`src/rtl/div_pkg.sv`:
```
// div_pkg: shared state encodings and handshake constants for the MIPS divider.
package div_pkg;
  localparam int DIV_DATA_W = 32;
  typedef enum logic [1:0] {DivFree, DivByZero, DivOn, DivEnd} div_state_e;
  localparam logic DivResultReady    = 1'b1;
  localparam logic DivResultNotReady = 1'b0;
  localparam logic DivStart          = 1'b1;
  localparam logic DivStop           = 1'b0;
endpackage

```
`src/rtl/div_trial_sub.sv`:
```
// div_trial_sub: (W+1)-bit trial subtraction of the divisor from the shifted partial remainder.
module div_trial_sub #(
  parameter int W = 32
) (
  input  logic [W:0]   minuend,
  input  logic [W-1:0] divisor,
  output logic [W:0]   diff,
  output logic         nonneg
);
  assign diff   = minuend - {1'b0, divisor};
  assign nonneg = ~diff[W];
endmodule

```
`src/rtl/mips_div_unit.sv`:
```
// mips_div_unit: radix-2 restoring divider for DIV/DIVU, one quotient bit per cycle.
// result_o = {remainder, quotient}; outputs depend on registers only.
module mips_div_unit
  import div_pkg::*;
#(
  parameter int DATA_W = DIV_DATA_W,
  parameter int CNT_W  = 6
) (
  input  logic                  clk,
  input  logic                  rst,
  input  logic                  signed_div_i,
  input  logic [DATA_W-1:0]     opdata1_i,
  input  logic [DATA_W-1:0]     opdata2_i,
  input  logic                  start_i,
  input  logic                  annul_i,
  output logic [2*DATA_W-1:0]   result_o,
  output logic                  ready_o
);
  div_state_e state, state_nxt;
  logic [CNT_W-1:0] cnt;
  logic [DATA_W-1:0] dvd, dvs, rem, op1_mag, op2_mag, quo_fix, rem_fix;
  logic [2*DATA_W-1:0] res;
  logic dvd_neg, quo_neg, nonneg, done, accept;
  logic [DATA_W:0] shifted, diff;
  assign done    = cnt == CNT_W'(DATA_W);
  assign accept  = start_i == DivStart && !annul_i;
  assign op1_mag = (signed_div_i && opdata1_i[DATA_W-1]) ? -opdata1_i : opdata1_i;
  assign op2_mag = (signed_div_i && opdata2_i[DATA_W-1]) ? -opdata2_i : opdata2_i;
  assign quo_fix = quo_neg ? -dvd : dvd;
  assign rem_fix = dvd_neg ? -rem : rem;
  // dvd doubles as the quotient: dividend bits leave at the top while quotient bits enter at the bottom
  assign shifted = {rem, dvd[DATA_W-1]};
  div_trial_sub #(.W(DATA_W)) u_sub (
    .minuend(shifted),
    .divisor(dvs),
    .diff   (diff),
    .nonneg (nonneg)
  );
  always_ff @(posedge clk or negedge rst) begin
    if (!rst) state <= DivFree;
    else state <= state_nxt;
  end
  always_comb begin
    state_nxt = state;
    case (state)
      DivFree:   state_nxt = accept ? (opdata2_i == '0 ? DivByZero : DivOn) : DivFree;
      DivByZero: state_nxt = annul_i ? DivFree : DivEnd;
      DivOn:     state_nxt = annul_i ? DivFree : done ? DivEnd : DivOn;
      DivEnd:    state_nxt = start_i == DivStart ? DivEnd : DivFree;
      default:   state_nxt = DivFree;
    endcase
  end
  always_comb begin
    ready_o  = state == DivEnd ? DivResultReady : DivResultNotReady;
    result_o = state == DivEnd ? res : '0;
  end
  always_ff @(posedge clk or negedge rst) begin
    if (!rst) begin
      cnt     <= '0;
      dvd     <= '0;
      dvs     <= '0;
      rem     <= '0;
      res     <= '0;
      dvd_neg <= 1'b0;
      quo_neg <= 1'b0;
    end else if (state == DivFree && accept) begin
      cnt     <= '0;
      dvd     <= op1_mag;
      dvs     <= op2_mag;
      rem     <= '0;
      dvd_neg <= signed_div_i & opdata1_i[DATA_W-1];
      quo_neg <= signed_div_i & (opdata1_i[DATA_W-1] ^ opdata2_i[DATA_W-1]);
    end else if (state == DivOn && !annul_i && !done) begin
      rem <= nonneg ? diff[DATA_W-1:0] : shifted[DATA_W-1:0];
      dvd <= {dvd[DATA_W-2:0], nonneg};
      cnt <= cnt + CNT_W'(1);
    end else if (state == DivOn && !annul_i) begin
      res <= {rem_fix, quo_fix};
    end else if (state == DivByZero && !annul_i) begin
      res <= '0;
    end
  end
endmodule

```
`config.mk`:
```
export PLATFORM = sky130hd
export DESIGN_NAME = mips_div_unit
export DESIGN_NICKNAME = d
export VERILOG_FILES = /design/src/rtl/div_pkg.sv /design/src/rtl/div_trial_sub.sv /design/src/rtl/mips_div_unit.sv
export SDC_FILE = /design/constraint.sdc
export NUM_CORES = 1
export LEC_CHECK = 0
export CAP_MARGIN = 20
export CORE_ASPECT_RATIO = 0.75
export CORE_MARGIN = 8
export CORE_UTILIZATION = 30
export CTS_CLUSTER_DIAMETER = 80
export DETAILED_ROUTE_END_ITERATION = 10
export GPL_TIMING_DRIVEN = 0
export RECOVER_POWER = 25
export SYNTH_ARGS = -nofsm -noshare
export SYNTH_HDL_FRONTEND = slang
export SYNTH_HIERARCHICAL = 1
export SYNTH_SLANG_ARGS = --single-unit
```
`constraint.sdc`:
```
create_clock -name clk -period 4.1 [get_ports clk]
set_input_delay 0.615 -clock clk [delete_from_list [all_inputs] [get_ports clk]]
set_output_delay 0.615 -clock clk [all_outputs]
set_load 0.01 [all_outputs]
```
==> metrics.yaml, run 1 <==
die:
  dieArea_um2: 45500
  start_util_pct: 30.4
  chipWidth_um: 244
  core-area_um2: 38300
  io_pins: 134
  rows: 62
  chipHeight_um: 187
final_layout:
  antennaDiodeCount: 0
  final_cell_mix: "o21ai_0, dfrtp_1, nand2_1, clkdlybuf4s50_1, xor2_1"
  drive_gt1_share_pct: 4.20
  final_nets: 1641
  areaGrowthSynthToFinish_pct: 22.2
  final_common_cell: "o21ai_0"
  stdcell_area_um2: 14200
global_routing:
  grt_use_total_pct: 16.1
  grt_pass1_vias: 10276
  globalRouteOverflowTotal: 0
  antenna_found_initial: 1
  grt_max_degree: 123
  grt_pass1_wl_um: 59300
min_path:
  holdPathStages: 2
  worst_hold_startpoint: "res[47]$_DFFE_PN0P_"
  hold_path_class: "register to register"
  holdPathEnd: "res[47]$_DFFE_PN0P_"
worst_setup_path:
  worstPathCellList: "inv_1 > ha_1 > fa_1 > and2b_1 > o2111ai_1 > nand2_1 > a21oi_1 > o31ai_2 > a221o_1 > xor2_1 > clkbuf_1 > clkbuf_2 > mux2i_1 > o21ai_0"
  crit_slowest_cell: "dfrtp_1"
  cp-start-kind: "register"
  rr_startpoint: "dvd[31]$_DFFE_PN0P_"
  crit_family: "compound AO/OA/AOI/OAI gates"
  critPathMaxStageDelay_ns: 0.50
  r2r-end: "rem[19]$_DFFE_PN0P_"
  required_ns: 4.39
  worstSetupStartpoint: "dvd[31]$_DFFE_PN0P_"
  ff2ff_setup_slack_ns: 0.18
  cp_max_fo: 10
  arrival_ns: 4.20
  reg2reg_depth: 14
  end_kind: "register"
  path_class: "register to register"
  cp_num_buf_inv: 3
synthesis:
  syn_avg_cell_area_um2: 8.44
  synth_nets: 1488
  synth_cells: 1380
  ys_warn_count: 6
  synth_area_um2: 11700
power:
  power_frac_clock_pct: 18.8
  p_int_w: 0.00477
  ir_worst_vdd_mv: 0.336
  switching_share_pct: 45.2
  combPwrFrac_pct: 51.3
  p_leak_nw: 6.14
  power_density_nw_per_um2: 611
  seq_power_share_pct: 29.9
  p_sw_w: 0.00393
routing:
  route.vias.total: 10827
  ant_nets: 0
  drt_iter0_drc: 933
  wl_per_cell_um: 18.4
  drc: 0
  wl_um: 37800
  drt_first_pass_iters: 5
  avgViaCountPerCell: 5.26
job:
  max-cap-violations: 1
timing:
  max_clock_freq_ghz: 0.255
  setup_viol: 0
  period_share_pct: 95.6
  rsz0062_at_grt: "false"
  fin_worst_skew_ns: 0.0125
  tightestPinTransition_ns: 2.77
  final-max-slew-violation-count: 50
  fin_crit_ns: 3.92
  max-slew-margin-rel_pct: -84.5
  finalSetupTns_ns: 0
  finalHoldViolCount: 0
placement:
  dpl-instance-area_um2: 13700
  gp_congestion: 0.899
  place_hpwl_um: 30100
  portBuffers: 133
clock_tree:
  cts_buffers: 17
  h-tree-depth: 4
  post_cts_buffers: 0
  clkSlewWorstSetupHoldPaths_ns: 0.07
  clockRootBuffer: "clkbuf_16"
  cts_resized: 3
  cts_sinks: 170
  cts_buffer_depth: 2
  postCtsHoldBufs: 0
  cts_tree: "built"
  insertion_delay_ns: 0.44
status:
  status: "finished with violations"
  violations: "max-capacitance violations, max-slew violations"
[sequential cells by signal, summed over array words and instances (netlist names)]
signal,cells
quo_neg,1
state,2
dvd,32
dvs,32
res,64
cnt,6
dvd_neg,1
rem,32
[power by group through the flow]
stage	combinational (W)	clock (W)	sequential, W
final	0.00446	0.00164	0.00260
after global routing	0.00493	0.00175	0.00265
after CTS	0.00440	0.00168	0.00257
after detailed placement	0.00437	0	0.00261
after global placement	0.00432	0	0.00259
after floorplan	0.00340	0	0.00235
[through the flow]
step | total power, W | setup WS, ns | util, % | hold slack (ns) | std cells
2_1_floorplan | 0.00574 | 0.715 | - | 0.319 | 1380
3_3_place_gp | 0.00691 | -4.70 | 35.5 | 0.457 | 2025
3_5_place_dp | 0.00698 | -0.157 | 35.6 | 0.465 | 2026
4_1_cts | 0.00865 | 0.102 | 37.2 | 0.0894 | 2058
5_1_grt | 0.00933 | 0.0144 | 37.2 | 0.500 | 2058
6_report | 0.00870 | 0.181 | 37.2 | 0.476 | 2058
[per-layer routing]
metal  wire length, um  track usage (%)  vias to the layer above
li1                  -                -                     5287
met1             19500             25.0                     5176
met2             15100             22.1                      344
met3              2850             4.11                       18
met4               260             2.86                        2
met5                 8                0                        -
[area by class of cell]
type                       count  area, um^2
fill                        3970       24100
multi-input combinational   1074        6850
sequential                   170        4250
timing repair buffer         134        1340
tap                          512         641
clock buffer                  17         425
buffer                        84         360
inverter                      52         195
clock inverter                15         176
[worst max-delay path by stage]
stage                                endpoint  slack [ns]  depth (start not counted)
after floorplan            rem[0]$_DFFE_PN0P_        0.72                         14
after global placement    res[50]$_DFFE_PN0P_       -4.70                          1
after detailed placement  rem[15]$_DFFE_PN0P_       -0.16                         14
after CTS                 rem[19]$_DFFE_PN0P_        0.10                         14
after global routing      rem[12]$_DFFE_PN0P_        0.01                         14
final                     rem[19]$_DFFE_PN0P_        0.18                         14
[worst register-to-register path: stages (launching register included)]
cell       delay, ns
dfrtp_1         0.50
inv_1           0.08
ha_1            0.23
fa_1            0.40
and2b_1         0.24
o2111ai_1       0.16
nand2_1         0.17
a21oi_1         0.18
o31ai_2         0.37
a221o_1         0.23
xor2_1          0.16
clkbuf_1        0.30
clkbuf_2        0.40
mux2i_1         0.22
o21ai_0         0.13
(Power assumes the default switching activity.)
==> inputs of run 2 (changes only) <==
--- a/config.mk
+++ b/config.mk
@@ -5,7 +5,6 @@
 export SDC_FILE = /design/constraint.sdc
 export NUM_CORES = 1
 export LEC_CHECK = 0
-export CAP_MARGIN = 20
 export CORE_ASPECT_RATIO = 0.75
 export CORE_MARGIN = 8
 export CORE_UTILIZATION = 30
@@ -13,6 +12,7 @@
 export DETAILED_ROUTE_END_ITERATION = 10
 export GPL_TIMING_DRIVEN = 0
 export RECOVER_POWER = 25
+export SLEW_MARGIN = 0
 export SYNTH_ARGS = -nofsm -noshare
 export SYNTH_HDL_FRONTEND = slang
 export SYNTH_HIERARCHICAL = 1
==> constraint.sdc (replaced) <==
create_clock -name clk -period 4.1 [get_ports clk]
set_input_delay 0.41 -clock clk [delete_from_list [all_inputs] [get_ports clk]]
set_output_delay 0.41 -clock clk [all_outputs]
set_load 0.01 [all_outputs]
==> metrics.yaml, run 2 (synthesis gave the netlist of run 1 again) <==
placement:
  place_hpwl_um: 30100  # unchanged
  portBuffers: 133  # unchanged
  gp_congestion: 0.899  # unchanged
  dpl-instance-area_um2: 13700  # unchanged
  pre_cts_ws_ns: -0.157  # unchanged
routing:
  drt_first_pass_iters: 5  # unchanged
  ant_nets: 0  # unchanged
  drc: 0  # unchanged
  wl_um: 37700  # was 37800 um
  drt_iter0_drc: 959  # was 933
  wl_per_cell_um: 18.3  # was 18.4 um
  route.vias.total: 10864  # was 10827
  avgViaCountPerCell: 5.28  # was 5.26
die:
  rows: 62  # unchanged
  chipWidth_um: 244  # unchanged
  dieArea_um2: 45500  # unchanged
  io_pins: 134  # unchanged
  start_util_pct: 30.4  # unchanged
  chipHeight_um: 187  # unchanged
  core-area_um2: 38300  # unchanged
power:
  combPwrFrac_pct: 51.3  # about the same
  switching_share_pct: 45.2  # about the same
  ir_worst_vdd_mv: 0.336  # about the same
  power_density_nw_per_um2: 611  # about the same
  seq_power_share_pct: 29.8  # was 29.9%
  p_int_w: 0.00477  # about the same
  p_total_w: 0.00871  # was 0.00870 W
  p_sw_w: 0.00394  # was 0.00393 W
  p_leak_nw: 6.15  # was 6.14 nW
  power_frac_clock_pct: 18.8  # about the same
final_layout:
  largest_register_ffs: 64  # unchanged
  drive_gt1_share_pct: 4.20  # about the same
  final_nets: 1642  # was 1641
  nFillCells: 3968  # was 3970
  final_common_cell: "o21ai_0"  # unchanged
  areaGrowthSynthToFinish_pct: 22.4  # was 22.2%
  antennaDiodeCount: 0  # unchanged
  stdcell_area_um2: 14300  # was 14200 um^2
  largest-register: "res"  # unchanged
  final_cell_mix: "o21ai_0, dfrtp_1, nand2_1, clkdlybuf4s50_1, xor2_1"  # unchanged
worst_setup_path:
  cp-start-kind: "register"  # unchanged
  end_kind: "register"  # unchanged
  critPathMaxStageDelay_ns: 0.49  # was 0.50 ns
  cp_max_fo: 10  # unchanged
  crit_slowest_cell: "dfrtp_1"  # unchanged
  arrival_ns: 4.21  # was 4.20 ns
  required_ns: 4.39  # about the same
  path_class: "register to register"  # unchanged
  worstPathCellList: "inv_1 > ha_1 > fa_1 > and2b_1 > o2111ai_1 > nand2_1 > a21oi_1 > o31ai_2 > a221o_1 > xor2_1 > clkbuf_1 > clkbuf_2 > mux2i_1 > o21ai_0"  # unchanged
status:
  status: "finished with violations"  # unchanged
  violations: "max-capacitance violations, max-slew violations"  # unchanged
clock_tree:
  h-tree-depth: 4  # unchanged
  cts_buffer_depth: 2  # unchanged
  insertion_delay_ns: 0.44  # about the same
  clkSlewWorstSetupHoldPaths_ns: 0.08  # was 0.07 ns
  cts_sinks: 170  # unchanged
  cts_tree: "built"  # unchanged
  clockRootBuffer: "clkbuf_16"  # unchanged
  post_cts_buffers: 0  # unchanged
  cts_buffers: 17  # unchanged
global_routing:
  grt_max_degree: 123  # unchanged
  grt_pass1_wl_um: 59300  # unchanged
  globalRouteOverflowTotal: 0  # unchanged
  antenna_found_initial: 1  # unchanged
  grt_use_total_pct: 16.1  # unchanged
  grt_pass1_vias: 10276  # unchanged
timing:
  max_clock_freq_ghz: 0.255  # about the same
  rsz0062_at_grt: "false"  # unchanged
  fin_worst_skew_ns: 0.0137  # was 0.0125 ns
  period_share_pct: 95.7  # was 95.6%
  tightestPinTransition_ns: 2.91  # was 2.77 ns
  finalHoldViolCount: 0  # unchanged
  fin_crit_ns: 3.92  # about the same
  setup_viol: 0  # unchanged
  setup_ws_ns: 0.178  # was 0.181 ns
  final-max-slew-violation-count: 49  # was 50
  max-slew-margin-rel_pct: -93.8  # was -84.5%
min_path:
  hold_path_class: "register to register"  # unchanged
job:
  max-cap-violations: 1  # unchanged
[run 2: power by group through the flow]
| stage | Sequential, W | Clock, W | Combinational (W) |
|---|---|---|---|
| floorplan | 0.00235 | 0 | 0.00340 |
| global placement | 0.00259 | 0 | 0.00432 |
| detailed placement | 0.00261 | 0 | 0.00437 |
| CTS | 0.00257 | 0.00168 | 0.00440 |
| global route | 0.00265 | 0.00175 | 0.00494 |
| finish | 0.00260 | 0.00164 | 0.00447 |
[run 2: routing by layer]
layer | routed length, um | GRT usage (%) | share of wire (%) | up-vias
met5 | 8 | 0 | 0.021 | -
met1 | 19600 | 25.0 | 52 | 5225
met3 | 2710 | 4.11 | 7.2 | 23
met4 | 257 | 2.86 | 0.68 | 2
li1 | - | - | - | 5298
met2 | 15200 | 22.1 | 40 | 316
[run 2: worst paths after layout]
| path | startpoint | endpoint | slack (ns) | cells past startpoint |
|---|---|---|---|---|
| max in group asynchronous | rst | dvd[27]$_DFFE_PN0P_ | 0.99 | 2 |
| min in group asynchronous | rst | dvs[2]$_DFFE_PN0N_ | 1.46 | 2 |
| min | res[47]$_DFFE_PN0P_ | res[47]$_DFFE_PN0P_ | 0.48 | 2 |
| min reg2reg | res[47]$_DFFE_PN0P_ | res[47]$_DFFE_PN0P_ | 0.48 | 2 |
| max | dvd[31]$_DFFE_PN0P_ | rem[19]$_DFFE_PN0P_ | 0.18 | 14 |
| max reg2reg | dvd[31]$_DFFE_PN0P_ | rem[19]$_DFFE_PN0P_ | 0.18 | 14 |
[run 2: critical path: cells and delay by family, from the launching register on]
family / cells / cell delay, ns
buffers and inverters: 3 / 0.79
flip-flops: 1 / 0.49
AO/OA/AOI/OAI: 5 / 1.08
adder cells (fa/ha/maj): 2 / 0.63
XOR/XNOR: 1 / 0.16
AND/OR/NAND/NOR: 2 / 0.41
multiplexers: 1 / 0.22
[run 2: cell type report]
class                           instances  area [um^2]  share of cell area [%]
Multi-Input combinational cell       1074         6850                    48.0
Sequential cell                       170         4250                    29.8
Timing Repair Buffer                  135         1360                    9.55
Tap cell                              512          641                    4.49
Clock buffer                           17          425                    2.98
Buffer                                 84          360                    2.53
Inverter                               52          195                    1.37
Clock inverter                         15          176                    1.24
[run 2: stage by stage]
| stage | setup TNS, ns | util (%) | hold WS [ns] | instances |
|---|---|---|---|---|
| 6_report | 0 | 37.2 | 0.477 | 2059 |
| 5_1_grt | 0 | 37.2 | 0.500 | 2059 |
| 4_1_cts | 0 | 37.2 | 0.474 | 2059 |
| 3_5_place_dp | -2.86 | 35.6 | 0.355 | 2026 |
| 3_3_place_gp | -762.67 | 35.5 | 0.457 | 2025 |
| 2_1_floorplan | 0 | - | 0.114 | 1380 |
[run 2: timing repair]
item                                    CTS  global route
gates resized for setup                   3             2
hold endpoints to repair                 48             0
hold buffers                              1             0
endpoints found under the setup margin   29            29
